**config.mk**
```make
export PLATFORM = sky130hd
export DESIGN_NAME = load_store_unit
export DESIGN_NICKNAME = d
export VERILOG_FILES = /design/src/rtl/load_store_unit.sv
export SDC_FILE = /design/constraint.sdc
export NUM_CORES = 1
export LEC_CHECK = 0
export ABC_AREA = 1
export CAP_MARGIN = 20
export CORE_MARGIN = 1
export CORE_UTILIZATION = 25
export CTS_BUF_LIST = sky130_fd_sc_hd__clkbuf_8
export DETAILED_ROUTE_END_ITERATION = 8
export SYNTH_ARGS = -nofsm -noshare
export SYNTH_HDL_FRONTEND = slang
export SYNTH_SLANG_ARGS = --single-unit
```
**constraint.sdc**
```tcl
create_clock -name clk -period 3.85 [get_ports clk]
set_clock_uncertainty 0.15 [all_clocks]
set_input_delay 0.77 -clock clk [delete_from_list [all_inputs] [get_ports clk]]
set_output_delay 0.77 -clock clk [all_outputs]
set_load 0.01 [all_outputs]
```
**src/rtl/load_store_unit.sv**
```systemverilog
// load_store_unit: memory-access stage of the multi-cycle RV32I core.
// Takes the effective address and rs2 value from execute and issues one
// aligned-word bus transaction per load or store with byte strobes. Load data
// is extracted and sign- or zero-extended. Misalignment, illegal funct3 and
// bus timeout are reported to the control FSM alongside a one-cycle done pulse.
//
// Ports
//   clk, rst        core clock, synchronous active-high reset
//   start           1-cycle pulse: begin access (ignored unless idle)
//   is_load         decoded load
//   is_store        decoded store
//   funct3          access width / signedness
//   address         effective address (rs1 + imm)
//   store_data      rs2 value
//   mem_req         bus request, held until mem_ready
//   mem_we          1 = write
//   mem_addr        word-aligned address
//   mem_wdata       lane-replicated store data
//   mem_wstrb       byte enables (0000 on reads)
//   mem_ready       bus accept/complete; mem_rdata valid same cycle on reads
//   mem_rdata       read word
//   load_result     extended load value, held until the next successful load
//   done            1-cycle pulse when the access finishes (ok or fault)
//   misaligned      with done: misaligned address or illegal funct3
//   bus_err         with done: bus timeout
//   busy            high whenever the unit is not idle
module load_store_unit #(
    parameter int unsigned TIMEOUT = 255
) (
    input  logic        clk,
    input  logic        rst,
    input  logic        start,
    input  logic        is_load,
    input  logic        is_store,
    input  logic [2:0]  funct3,
    input  logic [31:0] address,
    input  logic [31:0] store_data,
    output logic        mem_req,
    output logic        mem_we,
    output logic [31:0] mem_addr,
    output logic [31:0] mem_wdata,
    output logic [3:0]  mem_wstrb,
    input  logic        mem_ready,
    input  logic [31:0] mem_rdata,
    output logic [31:0] load_result,
    output logic        done,
    output logic        misaligned,
    output logic        bus_err,
    output logic        busy
);

    localparam int unsigned CNT_W  = 16;
    localparam int unsigned DATA_W = 32;

    typedef enum logic [1:0] {
        ST_IDLE  = 2'd0,
        ST_BUS   = 2'd1,
        ST_DONE  = 2'd2,
        ST_FAULT = 2'd3
    } state_t;

    state_t             state, state_nxt;
    logic [CNT_W-1:0]   wait_cnt, wait_cnt_nxt;
    logic               lat_load, lat_load_nxt;
    logic [2:0]         lat_f3, lat_f3_nxt;
    logic [1:0]         lat_off, lat_off_nxt;

    logic               req_nxt;
    logic               we_nxt;
    logic [DATA_W-1:0]  addr_nxt;
    logic [DATA_W-1:0]  wdata_nxt;
    logic [3:0]         wstrb_nxt;
    logic [DATA_W-1:0]  result_nxt;
    logic               done_nxt;
    logic               mis_nxt;
    logic               berr_nxt;

    // Request decode from the raw inputs, used only in IDLE on start
    logic               f3_legal_c;
    logic               addr_misaligned_c;
    logic [DATA_W-1:0]  st_wdata_c;
    logic [3:0]         st_wstrb_c;

    always_comb begin
        f3_legal_c = 1'b0;
        if (is_load) begin
            case (funct3)
                3'b000, 3'b001, 3'b010, 3'b100, 3'b101: f3_legal_c = 1'b1;
                default:                                f3_legal_c = 1'b0;
            endcase
        end else begin
            case (funct3)
                3'b000, 3'b001, 3'b010: f3_legal_c = 1'b1;
                default:                f3_legal_c = 1'b0;
            endcase
        end

        addr_misaligned_c = ((funct3[1:0] == 2'b01) && address[0]) ||
                            ((funct3[1:0] == 2'b10) && (address[1:0] != 2'b00));

        case (funct3[1:0])
            2'b00: begin
                st_wdata_c = {4{store_data[7:0]}};
                st_wstrb_c = 4'b0001 << address[1:0];
            end
            2'b01: begin
                st_wdata_c = {2{store_data[15:0]}};
                st_wstrb_c = 4'b0011 << address[1:0];
            end
            default: begin
                st_wdata_c = store_data;
                st_wstrb_c = 4'b1111;
            end
        endcase
    end

    // Load lane extraction from the latched width and byte offset
    logic [DATA_W-1:0] rd_shift_c;
    logic [DATA_W-1:0] ld_ext_c;

    always_comb begin
        rd_shift_c = mem_rdata >> {lat_off, 3'b000};
        case (lat_f3)
            3'b000:  ld_ext_c = {{24{rd_shift_c[7]}},  rd_shift_c[7:0]};
            3'b001:  ld_ext_c = {{16{rd_shift_c[15]}}, rd_shift_c[15:0]};
            3'b100:  ld_ext_c = {24'd0, rd_shift_c[7:0]};
            3'b101:  ld_ext_c = {16'd0, rd_shift_c[15:0]};
            default: ld_ext_c = rd_shift_c;
        endcase
    end

    // Timeout fires on the wait cycle that brings the count up to TIMEOUT
    logic timeout_hit_c;
    assign timeout_hit_c = ((32'(wait_cnt) + 32'd1) >= 32'(TIMEOUT));

    // Next-state and next-output logic
    always_comb begin
        state_nxt    = state;
        wait_cnt_nxt = wait_cnt;
        lat_load_nxt = lat_load;
        lat_f3_nxt   = lat_f3;
        lat_off_nxt  = lat_off;
        req_nxt      = 1'b0;
        we_nxt       = 1'b0;
        addr_nxt     = '0;
        wdata_nxt    = '0;
        wstrb_nxt    = 4'b0000;
        result_nxt   = load_result;
        done_nxt     = 1'b0;
        mis_nxt      = 1'b0;
        berr_nxt     = 1'b0;

        case (state)
            ST_IDLE: begin
                if (start) begin
                    lat_load_nxt = is_load;
                    lat_f3_nxt   = funct3;
                    lat_off_nxt  = address[1:0];
                    if (is_load == is_store) begin
                        state_nxt = ST_DONE;
                        done_nxt  = 1'b1;
                    end else if (!f3_legal_c || addr_misaligned_c) begin
                        state_nxt = ST_FAULT;
                        done_nxt  = 1'b1;
                        mis_nxt   = 1'b1;
                    end else begin
                        state_nxt    = ST_BUS;
                        wait_cnt_nxt = '0;
                        req_nxt      = 1'b1;
                        we_nxt       = is_store;
                        addr_nxt     = {address[31:2], 2'b00};
                        wdata_nxt    = is_store ? st_wdata_c : '0;
                        wstrb_nxt    = is_store ? st_wstrb_c : 4'b0000;
                    end
                end
            end

            ST_BUS: begin
                if (mem_ready) begin
                    state_nxt = ST_DONE;
                    done_nxt  = 1'b1;
                    if (lat_load) begin
                        result_nxt = ld_ext_c;
                    end
                end else if (timeout_hit_c) begin
                    state_nxt = ST_FAULT;
                    done_nxt  = 1'b1;
                    berr_nxt  = 1'b1;
                end else begin
                    wait_cnt_nxt = (wait_cnt == '1) ? wait_cnt : wait_cnt + 16'd1;
                    req_nxt      = 1'b1;
                    we_nxt       = mem_we;
                    addr_nxt     = mem_addr;
                    wdata_nxt    = mem_wdata;
                    wstrb_nxt    = mem_wstrb;
                end
            end

            ST_DONE:  state_nxt = ST_IDLE;
            ST_FAULT: state_nxt = ST_IDLE;
            default:  state_nxt = ST_IDLE;
        endcase
    end

    // State, latched request and registered outputs
    always_ff @(posedge clk) begin
        if (rst) begin
            state       <= ST_IDLE;
            wait_cnt    <= '0;
            lat_load    <= 1'b0;
            lat_f3      <= 3'b000;
            lat_off     <= 2'b00;
            mem_req     <= 1'b0;
            mem_we      <= 1'b0;
            mem_addr    <= '0;
            mem_wdata   <= '0;
            mem_wstrb   <= 4'b0000;
            load_result <= '0;
            done        <= 1'b0;
            misaligned  <= 1'b0;
            bus_err     <= 1'b0;
            busy        <= 1'b0;
        end else begin
            state       <= state_nxt;
            wait_cnt    <= wait_cnt_nxt;
            lat_load    <= lat_load_nxt;
            lat_f3      <= lat_f3_nxt;
            lat_off     <= lat_off_nxt;
            mem_req     <= req_nxt;
            mem_we      <= we_nxt;
            mem_addr    <= addr_nxt;
            mem_wdata   <= wdata_nxt;
            mem_wstrb   <= wstrb_nxt;
            load_result <= result_nxt;
            done        <= done_nxt;
            misaligned  <= mis_nxt;
            bus_err     <= berr_nxt;
            busy        <= (state_nxt != ST_IDLE);
        end
    end

endmodule

```
## Yosys cells after proc, flatten, opt, wreduce, memory -nomap -nowiden

Index checks and enable logic that the tools add are counted.

- Register bits: 130
- Input bits: 105
- Output and inout bits: 106
- Word-level logic and storage cells: 120

- Add/sub/neg operators: 2
- Order comparisons: 1
- Eq/ne operators: 21
- Shift-type cells: 3
- Multiplexer cells: 55
- Bitwise operators: 3
- Reduce and logical (&&, ||, !) cells: 20

Operator list:

| operator | count |
|---|---|
| 32-bit 2-to-1 mux | 9 |
| 32-bit case mux with 2 select lines | 3 |
| 32-bit case mux with 4 select lines | 1 |
| 16-bit 2-to-1 mux | 6 |
| 16-bit case mux with 2 select lines | 1 |
| 32-bit by 5-bit >> shifter with 32-bit output | 1 |
| 4-bit 2-to-1 mux | 6 |
| 1-bit 2-to-1 mux | 18 |
| 16-bit by 1-bit adder with 17-bit output, second input constant | 1 |
| 17-bit by 8-bit >= comparator with 1-bit output, second input constant | 1 |
| 16-bit by 1-bit adder with 16-bit output, second input constant | 1 |
| 16-bit == test, second input constant | 1 |
| 4-bit case mux with 2 select lines | 2 |
| 3-bit == test, second input constant | 4 |
| 2-bit inequality test, second input constant | 6 |
| 2-bit 2-to-1 mux | 5 |
| 7-bit AND reduction | 1 |
| 2-bit == test, second input constant | 3 |
| 3-bit by 1-bit == test with 1-bit output, second input constant | 2 |
| 3-bit zero test | 2 |
| 1-bit case mux with 2 select lines | 3 |
| 2-bit case mux with 3 select lines | 1 |
| 2-bit nonzero test | 3 |
| 3-bit OR reduction | 2 |
| 16 further kinds | 22 |

## Longest topological paths before layout

Gate-level depths: netlist (run 1).

- Depth in word-level cells: 11
- Gate-level depth with buffers: 16
- Gate-level depth less buffers: 15

## Least setup slack after synthesis (run 1)

No wires, ideal clock.

- Path type: input to register
- Start: input funct3[0]
- End: register mem_wdata[12]
- Library setup time: 0.070 ns
- Data arrival time: 2.114 ns
- Data required time: 3.630 ns
- Path slack: 1.516 ns
- Stages: 12
- Path buffers: 1
- Path through: inv_1 -> nor2_1 -> inv_1 -> nor2_1 -> inv_1 -> nand2_1 -> nor2_1 -> nand2_2 -> nor2_2 -> buf_2 -> o221ai_1 -> a21oi_1

- Word-level cells in the longest chain between the ends: 10
- Elaborated cells between the ends (all ways): 24
- Those cells by class: eq/ne (6); mux (9); reduce/logical (9)

Ends and longest elaborated chain:

| element | RTL line | source |
|---|---|---|
| start, declared | 35 | `input logic [2:0] funct3,` |
| 3-bit by 1-bit == test with 1-bit output, or another cell as far along | 87, 92 |  |
| 5-bit OR reduction or 3-bit OR reduction (tied branches) | 87, 92 |  |
| 1-bit 2-to-1 mux (on tied branches) | 87, 92 |  |
| 1-bit 2-to-1 mux | 86 | `if (is_load) begin` |
| 1-bit zero test | 162 | `end else if (!f3_legal_c \|\| addr_misaligned_c) begin` |
| 1-bit logical OR | 162 |  |
| 32-bit 2-to-1 mux * | 162 |  |
| 32-bit 2-to-1 mux * | 159 | `if (is_load == is_store) begin` |
| 32-bit 2-to-1 mux * | 155 | `if (start) begin` |
| 32-bit case mux with 2 select lines * | 153 | `case (state)` |
| end signal, assigned | 232 | `mem_wdata <= wdata_nxt;` |
| end, declared | 41 | `output logic [31:0] mem_wdata,` |

Mark *: on every way between the ends. The rest lies on a longest branch, timed or not.
A chain may end at the register's enable or synchronous reset.

## Worst setup path in the final report (run 1)

- Start: input funct3[0]
- End: register mem_wstrb[2]

- Word-level cells in the longest chain between the ends: 10
- Elaborated cells between the ends (all ways): 24
- Those cells by class: eq/ne (6); mux (9); reduce/logical (9)

Ends and longest elaborated chain:

| element | RTL line | source |
|---|---|---|
| 3-bit by 1-bit == test with 1-bit output, or another cell as far along | 87, 92 |  |
| 5-bit OR reduction or 3-bit OR reduction (tied branches) | 87, 92 |  |
| 1-bit 2-to-1 mux (on tied branches) | 87, 92 |  |
| 1-bit 2-to-1 mux | 86 |  |
| 1-bit zero test | 162 |  |
| 1-bit logical OR | 162 |  |
| 4-bit 2-to-1 mux * | 162 |  |
| 4-bit 2-to-1 mux * | 159 |  |
| 4-bit 2-to-1 mux * | 155 |  |
| 4-bit case mux with 2 select lines * | 153 |  |
| end signal, assigned | 233 | `mem_wstrb <= wstrb_nxt;` |
| end, declared | 42 | `output logic [3:0] mem_wstrb,` |

Marked as above.

==> results of run 1 <==
## cell usage in the layout (no fill, tap or decap), types with 5 or more instances in the layout
master and instances:
dfxtp_1 128, nor2_1 103, buf_4 16, inv_6 5, or2_2 10, nor3_1 7
nor2_2 6, nand2_1 180, a21oi_1 62, nand3_1 29, clkdlybuf4s50_1 207, inv_1 105
o21ai_0 60, o221ai_1 21, nand4_1 44, o211ai_1 35, clkbuf_8 17, mux2i_1 7
## power by group
part	internal (W)	switching (W)	leakage, nW
Sequential	0.00136	0.0000289	1.04
Clock	0.000730	0.000621	0.224
Combinational	0.000220	0.000252	2.39
## final timing paths
check	depth (start not counted)	endpoint
min reg2reg	2	wait_cnt[13]
max	13	mem_wstrb[2]
min	2	wait_cnt[13]
max reg2reg	11	mem_addr[4]
## per-stage QoR
stage	hold slack, ps	cells
after floorplan	296.3	892
after global placement	320.9	1381
after detailed placement	320.5	1381
after CTS	332.5	1413
after global routing	362.4	1413
final	330.8	1414
## layout make-up
class / count / area (sq um) / area share [%]
multi-input cells: 593 / 2984 / 33.06
clock inverters: 15 / 221.5 / 2.453
clock buffers: 17 / 234.0 / 2.592
diodes: 1 / 2.502 / 0.02772
flip-flops and latches: 128 / 2562 / 28.39
repair buffers: 224 / 2197 / 24.34
inverters: 112 / 420.4 / 4.657
well taps: 324 / 405.4 / 4.491
## sequential cells by signal, summed over array words and instances, names as in the netlist
register and count:
mem_addr 30, bus_err 1, lat_load 1, busy 1, misaligned 1, done 1, load_result 32, state 2
wait_cnt 16, lat_f3 3, lat_off 2, mem_req 1, mem_we 1, mem_wstrb 4, mem_wdata 32
## metal layers
layer | share of wire, % | vias up | global-route usage, %
li1 | - | 3327 | -
met1 | 46 | 3084 | 21.71
met2 | 46 | 207 | 26.88
met3 | 6.2 | 20 | 4.052
met4 | 1.5 | 0 | 4.808
met5 | 0 | - | 0
## cells by family (layout without fill, tap and decap cells)
family / after synthesis / in the layout / synth area share (%)
multiplexers: 7 / 7 / 1.127
AND/OR/NAND/NOR: 388 / 388 / 27.00
other: 1 / 3 / 0.06029
XOR/XNOR: 3 / 3 / 0.4225
buffers and inverters: 171 / 368 / 11.12
flip-flops: 128 / 128 / 41.20
AO/OA/AOI/OAI: 191 / 191 / 18.67
adder cells (fa/ha/maj): 2 / 2 / 0.4023
## worst max-delay path: cells and delay by family
family / cells / cell delay [ps]
AOI/OAI and AO/OA: 2 / 360
and+or+nand+nor: 6 / 740
buffers and inverters: 5 / 1250
==> impl_metrics.ini, run 1 <==
[route]
drt-initial-drc-count = 599
ant_nets = 0
vias_per_cell = 4.694
route.vias.total = 6638
wl_per_cell_microns = 14.91
wirelength_microns = 21080
post-route-drc-count = 0
dr.pass1.iters = 6

[power]
p_leak_nw = 3.650
powerDensity_nw_per_um2 = 355.9
finalPower_w = 0.003213
ir_drop_mv = 0.1427

[synthesis]
yosysSeqAreaShare_pct = 41.20
ys_warn_count = 0
synth_top_area_cell = dfxtp_1
avgSynthCellArea_sq_um = 6.981
synth_common_cells = nand2_1 (180), dfxtp_1 (128), inv_1 (106)
synth-edff-count = 0
ys_ff_latch = 128
yosysTopAreaCellShare_pct = 41.20
synth_cells = 891
synth.distinct_cells = 38
synth_ff_type = dfxtp_1
synth.most_common_cell = nand2_1
netlist_area_sq_um = 6220
synthArstFlopShare_pct = 0
yosys-top-cells-area = dfxtp_1 (41%), nand2_1 (11%), inv_1 (6.4%)

[setup_path]
crit_type = input port to flop
crit_start = funct3[0]
cp_slowest_cell = clkdlybuf4s50_1
end_kind = flop
r2r-start = wait_cnt[0]
reg2reg_setup_slack_ps = 1010
cp_slowest_stage_delay_ps = 470
crit_chain = clkdlybuf4s50_1 -> inv_1 -> nor2_1 -> inv_1 -> nor2_1 -> inv_1 -> nand2_1 -> nor2_1 -> nand2_2 -> nor2_2 -> buf_4 -> o21ai_0 -> a21oi_1
worstPathArrival_ps = 3140
critical_path_required_ps = 4060
cp-start-kind = input port
path_max_fanout = 37

[clock_tree]
ctsHoldBuffers = 0
cts_setup_buffers = 0
root_buffer = clkbuf_8
clk_pin_slew_ps = 80
htree_levels = 4
clk_latency_ps = 430
cts_buffers = 17
cts-resized-gates = 0
cts_sinks = 128
cts_tree = built
clockBufferDepth = 2

[final_layout]
fillerInstances = 2596
drive_gt1_share_pct = 6.979
fin_area_sq_um = 9027
syn2layout_area_growth_pct = 45.14
finish.utilization_pct = 37.01
nets = 1183

[sta]
relSlewSlack_pct = 41.19
finalSetupTns_ps = 0
setup_viol = 0
max_freq_mhz = 341.1
rsz0062_at_grt = false
fin_crit_sh_pct = 76.14
setup_slack_ps = 918.5
final_hold_viol_count = 0
post-route-min-period_ps = 2932
slew_viol_final = 0
worst_slew_pin_slew_ps = 882.2

[global_route]
grt-ovfl-total = 0
grt_max_degree = 49
grt_pass1_vias = 6320
antenna_found_initial = 0
track_usage_pct = 16.58
grt_pass1_wl_microns = 33930

[place]
placed_area_sq_um = 8569
port_buffers = 208
post-place-ws_ps = 464.3
gp_congestion = 0.8539
hpwl_microns = 14840

[floorplanning]
die_y_microns = 159.7
core.rowCount = 57
dieArea_sq_um = 25510
fp.coreArea_sq_um = 24390
pin_count = 211
dieWidth_microns = 159.7
initial_core_util_pct = 25.50

[run_status]
run_status = finished clean

[run]
maxCapViolations = 0

[worst_hold_path]
hold_class = flop to flop
hold_start = wait_cnt[13]
Note: power is estimated with default switching activity, not from simulation.
==> inputs of run 2 (changes only) <==
==> constraint.sdc (replaced) <==
create_clock -name clk -period 2.8 [get_ports clk]
set_clock_uncertainty 0.15 [all_clocks]
set_input_delay 0.56 -clock clk [delete_from_list [all_inputs] [get_ports clk]]
set_output_delay 0.56 -clock clk [all_outputs]
set_load 0.01 [all_outputs]
==> impl_metrics.ini, run 2 (synthesis results as in run 1) <==
[run_status]
run_status = finished clean

[sta]
hold_ws_ps = 329.2
relSlewSlack_pct = 61.78
slew_viol_final = 0
rsz0062_at_grt = false
final_hold_viol_count = 0
fin_crit_sh_pct = 91.65
worst_slew_pin_slew_ps = 571.9
finalSetupTns_ps = 0
max_freq_mhz = 389.7
post-route-min-period_ps = 2566
setup_viol = 0

[route]
ant_nets = 0
vias_per_cell = 4.679
wl_per_cell_microns = 14.78
drt-initial-drc-count = 554
wirelength_microns = 21010
dr.pass1.iters = 6
post-route-drc-count = 0
route.vias.total = 6654

[place]
hpwl_microns = 14690
placed_area_sq_um = 8712
port_buffers = 208
gp_congestion = 0.8614

[floorplanning]
dieWidth_microns = 159.7
initial_core_util_pct = 25.50
die_y_microns = 159.7
pin_count = 211
dieArea_sq_um = 25510
core.rowCount = 57
fp.coreArea_sq_um = 24390

[final_layout]
reg_top3 = load_result (32), mem_wdata (32), mem_addr (30)
most-common-layout-cells = clkdlybuf4s50_1 (207), nand2_1 (180), dfxtp_1 (128)
fin_area_sq_um = 9089
syn2layout_area_growth_pct = 46.13
layout_commonest_cell = clkdlybuf4s50_1
nets = 1192
drive_gt1_share_pct = 7.741
regArea_sq_um = 2562
antenna_cells = 0
fillerInstances = 2598
multi_input_area_sq_um = 2992

[power]
pwr-share-seq_pct = 46.3
internal_power_w = 0.002899
p_sw_w = 0.001214
clockPowerShare_pct = 37.3
p_leak_nw = 3.672
ir_drop_mv = 0.2074
swShare_pct = 29.52
p_comb_share_pct = 16.4
powerDensity_nw_per_um2 = 452.5

[setup_path]
critical_path_required_ps = 2980
reg2reg_setup_slack_ps = 230
crit_top_cell = nand2_1
end_kind = flop
cp_top_family = simple AND/OR/NAND/NOR gates
worstPathArrival_ps = 2750
cp_slowest_stage_delay_ps = 430
crit_chain = ha_1 -> nand3_1 -> nor2_2 -> nand3_1 -> xor2_1 -> nand2_1 -> nor2_4 -> buf_4 -> nand3_1 -> nand2_1 -> nand2_1 -> nand2_1 -> nand2_1
cp_slowest_cell = buf_4
crit_type = flop to flop
cp-start-kind = flop
cp.buffers_inverters = 1
path_max_fanout = 40

[clock_tree]
root_buffer = clkbuf_8
cts_tree = built
clk_pin_slew_ps = 80
clockBufferDepth = 2
cts-resized-gates = 0
cts_setup_buffers = 0
cts_buffers = 17
cts_sinks = 128
htree_levels = 4
clk_latency_ps = 440
ctsHoldBuffers = 0

[global_route]
antenna_found_initial = 0
grt_max_degree = 79
track_usage_pct = 16.19
grt_pass1_vias = 6154
grt_pass1_wl_microns = 33060
grt-ovfl-total = 0

[worst_hold_path]
hold_class = flop to flop

[run]
maxCapViolations = 0
-- run 2: final cells by class --
cell class,count,share of cell area (%)
multi-input combinational,593,32.92
tap,324,4.460
clock buffer,17,2.574
timing repair buffer,233,25.74
clock inverter,15,1.487
sequential,128,28.19
inverter,112,4.626
-- run 2: stage by stage --
stage               utilization [%]  power [W]  setup slack, ps  cells
floorplan                         -   0.002278            546.4    892
CTS                           37.23   0.004178            230.6   1422
global route                  37.26   0.004325            3.903   1422
global placement              35.72   0.002618            242.7   1390
finish                        37.26   0.004113            233.7   1422
detailed placement            35.72   0.002618            194.4   1390
-- run 2: path summary, 6_finish.rpt --
path,depth (start not counted),from,to
worst min-delay path,2,wait_cnt[14],wait_cnt[14]
worst max-delay path,13,wait_cnt[1],busy
worst min register to register,2,wait_cnt[14],wait_cnt[14]
worst max register to register,13,wait_cnt[1],busy
-- run 2: tightest hold or removal path: stages (launching register included) --
cell,delay [ps]
dfxtp_1,300
inv_1,80
nor3_1,60
-- run 2: layer usage --
| layer | part of all wire [%] | global-route usage, % | vias to the layer above | wire (microns) |
|---|---|---|---|---|
| li1 | - | - | 3332 | - |
| met3 | 5.7 | 3.558 | 20 | 1189 |
| met4 | 1.3 | 4.677 | 0 | 269 |
| met1 | 46 | 20.91 | 3098 | 9579 |
| met5 | 0 | 0 | - | 0 |
| met2 | 47 | 26.92 | 204 | 9974 |
-- run 2: power by group through the flow --
stage | clock network (W) | registers, W | logic, W
after CTS | 0.00160 | 0.00190 | 0.000677
after global routing | 0.00167 | 0.00191 | 0.000745
after detailed placement | 0 | 0.00194 | 0.000673
after floorplan | 0 | 0.00196 | 0.000322
after global placement | 0 | 0.00194 | 0.000673
final | 0.00154 | 0.00190 | 0.000675
